===== config.mk =====
export PLATFORM = sky130hd
export DESIGN_NAME = layer_fb_arbiter
export DESIGN_NICKNAME = d
export VERILOG_FILES = /design/src/rtl/layer_fb_arbiter.sv
export SDC_FILE = /design/constraint.sdc
export NUM_CORES = 1
export LEC_CHECK = 0
export ABC_AREA = 1
export CAP_MARGIN = 20
export CORE_MARGIN = 1
export CORE_UTILIZATION = 52
export CTS_CLUSTER_DIAMETER = 100
export DETAILED_ROUTE_END_ITERATION = 10
export GPL_TIMING_DRIVEN = 0
export HOLD_SLACK_MARGIN = 0.02
export PLACE_DENSITY_LB_ADDON = 0.15
export SYNTH_ARGS = -nofsm -noshare
export SYNTH_HDL_FRONTEND = slang
export SYNTH_SLANG_ARGS = --single-unit

===== constraint.sdc =====
create_clock -name clk -period 2.05 [get_ports clk]
set_input_delay 0.41 -clock clk [delete_from_list [all_inputs] [get_ports clk]]
set_output_delay 0.41 -clock clk [all_outputs]
set_load 0.005 [all_outputs]

===== src/rtl/layer_fb_arbiter.sv =====
// rtl/layer_fb_arbiter.sv - round-robin framebuffer write arbiter between pixel draws and layer clears
// Optional LAYER_FB_LOCK_EN: blocks draws to the layer currently being cleared.
module layer_fb_arbiter #(
    parameter int H_PIXELS = 640,
    parameter int V_PIXELS = 480,
    parameter int COLOR_W  = 8
) (
    input  logic               clk,
    input  logic               reset,
    input  logic               draw_req,
    input  logic [9:0]         draw_x,
    input  logic [8:0]         draw_y,
    input  logic [2:0]         draw_layer,
    input  logic [COLOR_W-1:0] draw_color,
    output logic               draw_ack,
    input  logic               clear_start,
    input  logic [2:0]         clear_layer,
    output logic               clear_busy,
    output logic               clear_done,
    output logic               fb_we,
    output logic [9:0]         fb_x,
    output logic [8:0]         fb_y,
    output logic [2:0]         fb_layer,
    output logic [COLOR_W-1:0] fb_data
);

    localparam logic [9:0] X_LAST = 10'(H_PIXELS - 1);
    localparam logic [8:0] Y_LAST = 9'(V_PIXELS - 1);

    typedef enum logic {IDLE, CLEAR} state_t;

    state_t     state, state_nxt;
    logic [9:0] cx;
    logic [8:0] cy;
    logic [2:0] clr_layer;
    logic       last_grant_clear;
    logic       draw_blocked;
    logic       draw_elig, clear_elig;
    logic       grant_draw, grant_clear;
    logic       clear_last;

`ifdef LAYER_FB_LOCK_EN
    assign draw_blocked = (state == CLEAR) && (draw_layer == clr_layer);
`else
    assign draw_blocked = 1'b0;
`endif

    assign draw_elig   = draw_req && !reset && !draw_blocked;
    assign clear_elig  = (state == CLEAR);
    // On contention the requester that did not win last time is served.
    assign grant_draw  = draw_elig && (!clear_elig || last_grant_clear);
    assign grant_clear = clear_elig && (!draw_elig || !last_grant_clear);
    assign draw_ack    = grant_draw;
    assign clear_last  = (cx == X_LAST) && (cy == Y_LAST);

    always_ff @(posedge clk) begin
        if (reset) begin
            state <= IDLE;
        end else begin
            state <= state_nxt;
        end
    end

    always_comb begin
        state_nxt = state;
        case (state)
            IDLE:    if (clear_start) state_nxt = CLEAR;
            CLEAR:   if (grant_clear && clear_last) state_nxt = IDLE;
            default: state_nxt = IDLE;
        endcase
    end

    always_comb begin
        clear_busy = (state == CLEAR);
    end

    always_ff @(posedge clk) begin
        if (reset) begin
            cx               <= '0;
            cy               <= '0;
            clr_layer        <= '0;
            last_grant_clear <= 1'b1;
            clear_done       <= 1'b0;
            fb_we            <= 1'b0;
            fb_x             <= '0;
            fb_y             <= '0;
            fb_layer         <= '0;
            fb_data          <= '0;
        end else begin
            clear_done <= grant_clear && clear_last;
            fb_we      <= grant_draw || grant_clear;
            if (grant_draw) begin
                fb_x             <= draw_x;
                fb_y             <= draw_y;
                fb_layer         <= draw_layer;
                fb_data          <= draw_color;
                last_grant_clear <= 1'b0;
            end else if (grant_clear) begin
                fb_x             <= cx;
                fb_y             <= cy;
                fb_layer         <= clr_layer;
                fb_data          <= '0;
                last_grant_clear <= 1'b1;
                if (cx == X_LAST) begin
                    cx <= '0;
                    cy <= clear_last ? 9'd0 : cy + 9'd1;
                end else begin
                    cx <= cx + 10'd1;
                end
            end
            // Only accepted in IDLE, where no clear grant can move the counters.
            if (state == IDLE && clear_start) begin
                clr_layer <= clear_layer;
                cx        <= '0;
                cy        <= '0;
            end
        end
    end

endmodule


==> results of run 1 <==
area by class of cell:
class	instances	area, sq um
buffer	12	65.1
clock buffer	7	86.3
clock inverter	1	7.51
fill	407	1260
inverter	56	213
multi-input combinational	259	1260
sequential	56	1120
tap	67	83.8
timing repair buffer	73	717
power groups by stage:
| stage | sequential [mW] | clock [mW] | combinational [mW] |
|---|---|---|---|
| global placement | 1.17 | 0 | 0.324 |
| detailed placement | 1.17 | 0 | 0.329 |
| CTS | 1.15 | 0.644 | 0.338 |
| finish | 1.15 | 0.631 | 0.335 |
| floorplan | 1.17 | 0 | 0.157 |
| global route | 1.15 | 0.685 | 0.370 |
cell usage after synthesis (2+ instances only):
cell type / instances
nand2_1: 132
dfxtp_1: 56
inv_1: 51
nand3_1: 28
nor2_1: 27
a21oi_1: 14
o211ai_1: 14
o21ai_0: 13
buf_2: 8
inv_2: 4
nand2_4: 4
nand4_1: 4
nor3_1: 4
o21ai_1: 4
buf_1: 2
ha_1: 2
xor2_1: 2
through the flow:
step           utilization [%]  power [mW]
6_report                  73.8        2.11
5_1_grt                   73.8        2.21
4_1_cts                   73.8        2.13
3_5_place_dp              71.3        1.50
3_3_place_gp              71.3        1.50
2_1_floorplan                -        1.33
final timing paths:
path | startpoint | end | depth (start not counted)
max | last_grant_clear | draw_ack | 4
min reg2reg | fb_data[2] | fb_data[2] | 2
min | reset | clear_done | 2
max reg2reg | cy[1] | cy[0] | 8
cells in the final DEF (no fill, tap or decap), types with 2 or more instances in the layout:
master,Yosys,routed
nand2_1,132,132
clkdlybuf4s50_1,0,68
dfxtp_1,56,56
inv_1,51,51
nand3_1,28,28
nor2_1,27,27
o211ai_1,14,14
a21oi_1,14,14
o21ai_0,13,13
buf_2,8,7
clkbuf_8,0,6
nand2_4,4,4
buf_4,1,4
nor3_1,4,4
nand4_1,4,4
o21ai_1,4,4
inv_2,4,3
buf_1,2,2
clkbuf_1,1,2
xor2_1,2,2
ha_1,2,2
routing by layer:
layer	GRT usage, %	routed length, um	vias to the layer above
met5	0	0	-
met4	7.91	89	0
met3	5.90	482	11
met2	40.7	2960	110
met1	34.7	3010	1212
li1	-	-	1361
cell families after synthesis:
group	Yosys count	share of synthesized area (%)
compound gates	50	11.8
xor+xnor	2	0.661
fa+ha+maj	2	0.944
buf+inv	68	10.2
flops	56	42.3
simple gates	205	34.1
what timing repair did:
item                                    4_1_cts  5_1_grt
resized for setup                             5        2
buffers inserted                              3        0
endpoints found under the setup margin        1        1
state kept, by name (all words and copies together), names as in the netlist:
name              flops
clear_busy            1
clear_done            1
clr_layer             3
cx                   10
cy                    9
fb_data               8
fb_layer              3
fb_we                 1
fb_x                 10
fb_y                  9
last_grant_clear      1
==> run metrics, run 1 <==
outcome=finished, final reports clean; R2R setup slack=450 ps; Synth Register Bits=56; # rows=25; Setup crit start kind=register; Crit Path Max Fanout=4; Die Ht=73.4 um; largest net degree at the start of global routing=17; CP bufs+invs=3; Worst VDD drop=0.419 mV; CP Cell Sequence=inv_1 -> a21oi_4 -> buf_6 -> clkdlybuf4s50_1; sw power=539 uW; Seq/Total Area, Yosys=42.3%; Syn Inst Count=383; Cell variety after synth=31; Top FF cell, synth=dfxtp_1; leak pwr=1.57 nW; via count=2694; DR vias/cell=5.07; Clock power frac=29.9%; sw frac=25.5%; unrepaired setup endpoints after global routing=no; CP arrival=1540 ps; WHS=339 ps; Top delay family on crit path=buffers and inverters; min cycle time layout=1950 ps; Crit. End Element=output port; top cells by area, synth=dfxtp_1, nand2_1, inv_1, nand3_1, o211ai_1; data required time of the worst path=1640 ps; worst-case clock buffer depth=2; GR Util All Layers=25.6%; clock latency on the worst-skew pair=310 ps; total grt overflow=0; DRT Wirelength=6540 um; max_slew headroom=64.9%; skew final=7.04 ps; syn nets=422; Synth top area share=42.3%; Port Buffers=70; CP max-delay cell=clkdlybuf4s50_1; Comb pwr share=15.9%; CTS tree=yes; ANT nets after route=0; Hold Crit Class=in2reg; YS warnings=0; # clock sinks=56; Die Span X=73.4 um; critical path class=reg2out; Final Max Tran Viols=0; Root Driver=clkbuf_8; Mapped Avg Cell Area=6.92 sq um; Finished Cell Area=3550 sq um; Worst Tran Pin Value=526 ps; vias in the first global route=2398; CORE AREA=4820 sq um; n_diodes=0; Fin. Hold Viols=0; Synth Cell Area=2650 sq um; power per cell area=595 nW/um^2; total placed cells including tap cells=520; worst setup margin=103 ps; maxcap violations=0; Internal Dissipation=1.58 mW; final setup TNS=0 ps; maximum clock rate=0.514 GHz; Final setup viols=0; post-place setup slack=-566 ps; drt wl/cell=12.3 um; Seq pwr share=54.3%; Placed Area=3430 sq um; asr flop ratio synth=0%; non-filler instance count after layout=531; first-pass GRT wire length=10700 um; IO Count=71; Synth area leader=dfxtp_1; final-stage net count=502; EDFF count, synth=0; share of cells above drive strength 1=8.19%; CTS clk-pin slew, worst paths=90 ps; DIE AREA=5390 sq um; DRC Markers=0; DRT iter0 DRCs=192; dpl hpwl=4830 um; worst stage delay on the critical path=480 ps; crit share post-route=95.0%; antenna violations before repair=0; routability cong.=0.902; Initial Util=55.0%; CTS hold repair buffers=0; P&R area growth vs syn=34.1%; router iterations before antenna repair=4; Inserted Clock Buffers=5; Clock H-tree levels=2
No activity file was read; power rests on OpenSTA's default activity.
==> run 2, diff against run 1 <==
--- a/config.mk
+++ b/config.mk
@@ -13,6 +13,7 @@
 export DETAILED_ROUTE_END_ITERATION = 10
 export GPL_TIMING_DRIVEN = 0
 export HOLD_SLACK_MARGIN = 0.02
+export MAX_ROUTING_LAYER = met4
 export PLACE_DENSITY_LB_ADDON = 0.15
 export SYNTH_ARGS = -nofsm -noshare
 export SYNTH_HDL_FRONTEND = slang
==> run 2 against run 1 <==
  * Clock power up 0.8%
  * Clock skew down 1.8 ps
  * Setup slack worse by 1.8 ps
  * Cell area unchanged
  * Die area unchanged
  * Hold slack worse by 1.9 ps
  * Non-clock buffer count unchanged
  * Sequential power about the same
  * Routed wire length up 0.24%
  * Register-to-register slack about the same
  * Combinational power about the same
  * Largest cell class unchanged
  * Largest power group unchanged
==> run metrics, run 2 (synthesis results as in run 1) <==
Root Driver=clkbuf_8; # clock sinks=56; router iterations before antenna repair=4; total placed cells including tap cells=520; CTS tree=yes; # rows=25; Finished Cell Area=3550 sq um; first-pass GRT wire length=10800 um; share of cells above drive strength 1=8.19%; ANT nets after route=0; total grt overflow=0; vias in the first global route=2397; non-filler instance count after layout=531; clock latency on the worst-skew pair=310 ps; Setup crit start kind=register; n_diodes=0; DRC Markers=0; largest net degree at the start of global routing=17; antenna violations before repair=0; CTS clk-pin slew, worst paths=90 ps; DRT Wirelength=6560 um; Crit Path Max Fanout=4; biggest regs=cx x10, fb_x x10; Final Max Tran Viols=0; Crit. End Element=output port; final-stage net count=502; crit share post-route=95.1%; P&R area growth vs syn=34.1%; power per cell area=596 nW/um^2; GR Util All Layers=26.5%; DIE AREA=5390 sq um; Fin. Hold Viols=0; maximum clock rate=0.513 GHz; routability cong.=0.917; Pwr Total=2.12 mW; Worst Tran Pin Value=532 ps; min cycle time layout=1950 ps; skew final=5.22 ps; data required time of the worst path=1640 ps; CP arrival=1540 ps; CTS hold repair buffers=0; via count=2683; outcome=finished, final reports clean; dpl hpwl=4830 um; worst-case clock buffer depth=2; Worst VDD drop=0.422 mV; critical path class=reg2out; Port Buffers=70; Initial Util=55.0%; Die Span X=73.4 um; CORE AREA=4820 sq um; DR vias/cell=5.05; most frequent cells in the layout=nand2_1, clkdlybuf4s50_1, dfxtp_1, inv_1, nand3_1; Inserted Clock Buffers=5; Hold Crit Class=in2reg; drt wl/cell=12.3 um; max_slew headroom=64.5%; leak pwr=1.57 nW; Placed Area=3430 sq um; Die Ht=73.4 um; Final setup viols=0; leading cell type in the layout, fill and taps excluded=nand2_1; Clock H-tree levels=2; total of fill cells in the finished design=407; DRT iter0 DRCs=208; IO Count=71; maxcap violations=0; unrepaired setup endpoints after global routing=no
## run 2: cell counts in the layout (fill, tap and decap cells not counted)
No cell type changed its count.
## run 2: layer usage
metal | up-vias | wire length [um] | share of wire, % | global-route usage [%]
met5 | - | 0 | 0 | -
met4 | 0 | 65 | 0.99 | 7.91
met3 | 7 | 413 | 6.3 | 5.62
met2 | 100 | 2990 | 46 | 40.6
met1 | 1214 | 3090 | 47 | 35.1
li1 | 1362 | - | - | -
## run 2: timing repair
| item | 4_1_cts | 5_1_grt |
|---|---|---|
| setup buffers | 3 | 0 |
| gates resized for setup | 5 | 2 |
| endpoints found under the setup margin | 1 | 1 |
## run 2: area by class of cell
type	count	area (sq um)	share of cell area, %
well taps	67	83.8	2.36
plain buffers	12	65.1	1.83
clock buffers	7	86.3	2.43
clock inverters	1	7.51	0.211
flip-flops and latches	56	1120	31.5
repair buffers	73	717	20.2
multi-input cells	259	1260	35.5
inverters	56	213	5.99
## run 2: through the flow
stage               setup TNS, ps  util, %  hold WS (ps)  worst slack (ps)
floorplan                       0        -           455               670
global placement             -580     71.3           451              -580
detailed placement           -579     71.3           458              -566
CTS                             0     73.8           473              29.1
global route                    0     73.8           352              42.9
finish                          0     73.8           337               101
## run 2: worst paths after layout
path,from,to,slack [ps],cells past startpoint
hold / removal,reset,clear_done,340,2
hold reg to reg,fb_data[5],fb_data[5],470,2
setup / recovery,last_grant_clear,draw_ack,100,4
setup reg to reg,cy[1],cy[0],440,8
## run 2: critical path, stage by stage, from the launching register on
cell,delay [ps]
dfxtp_1,330
inv_1,120
a21oi_4,180
buf_6,120
clkdlybuf4s50_1,480
## run 2: report_power, final
part / internal, mW / total [mW] / switching [mW]
clock: 0.276 / 0.636 / 0.360
sequential: 1.13 / 1.15 / 0.0221
combinational: 0.175 / 0.336 / 0.161
==> run 3, diff against run 2 <==
--- a/config.mk
+++ b/config.mk
@@ -10,6 +10,7 @@
 export CORE_MARGIN = 1
 export CORE_UTILIZATION = 52
 export CTS_CLUSTER_DIAMETER = 100
+export CTS_CLUSTER_SIZE = 12
 export DETAILED_ROUTE_END_ITERATION = 10
 export GPL_TIMING_DRIVEN = 0
 export HOLD_SLACK_MARGIN = 0.02
==> results of run 3 <==
No change in the layout: final DEF, timing and power equal those of run 2.
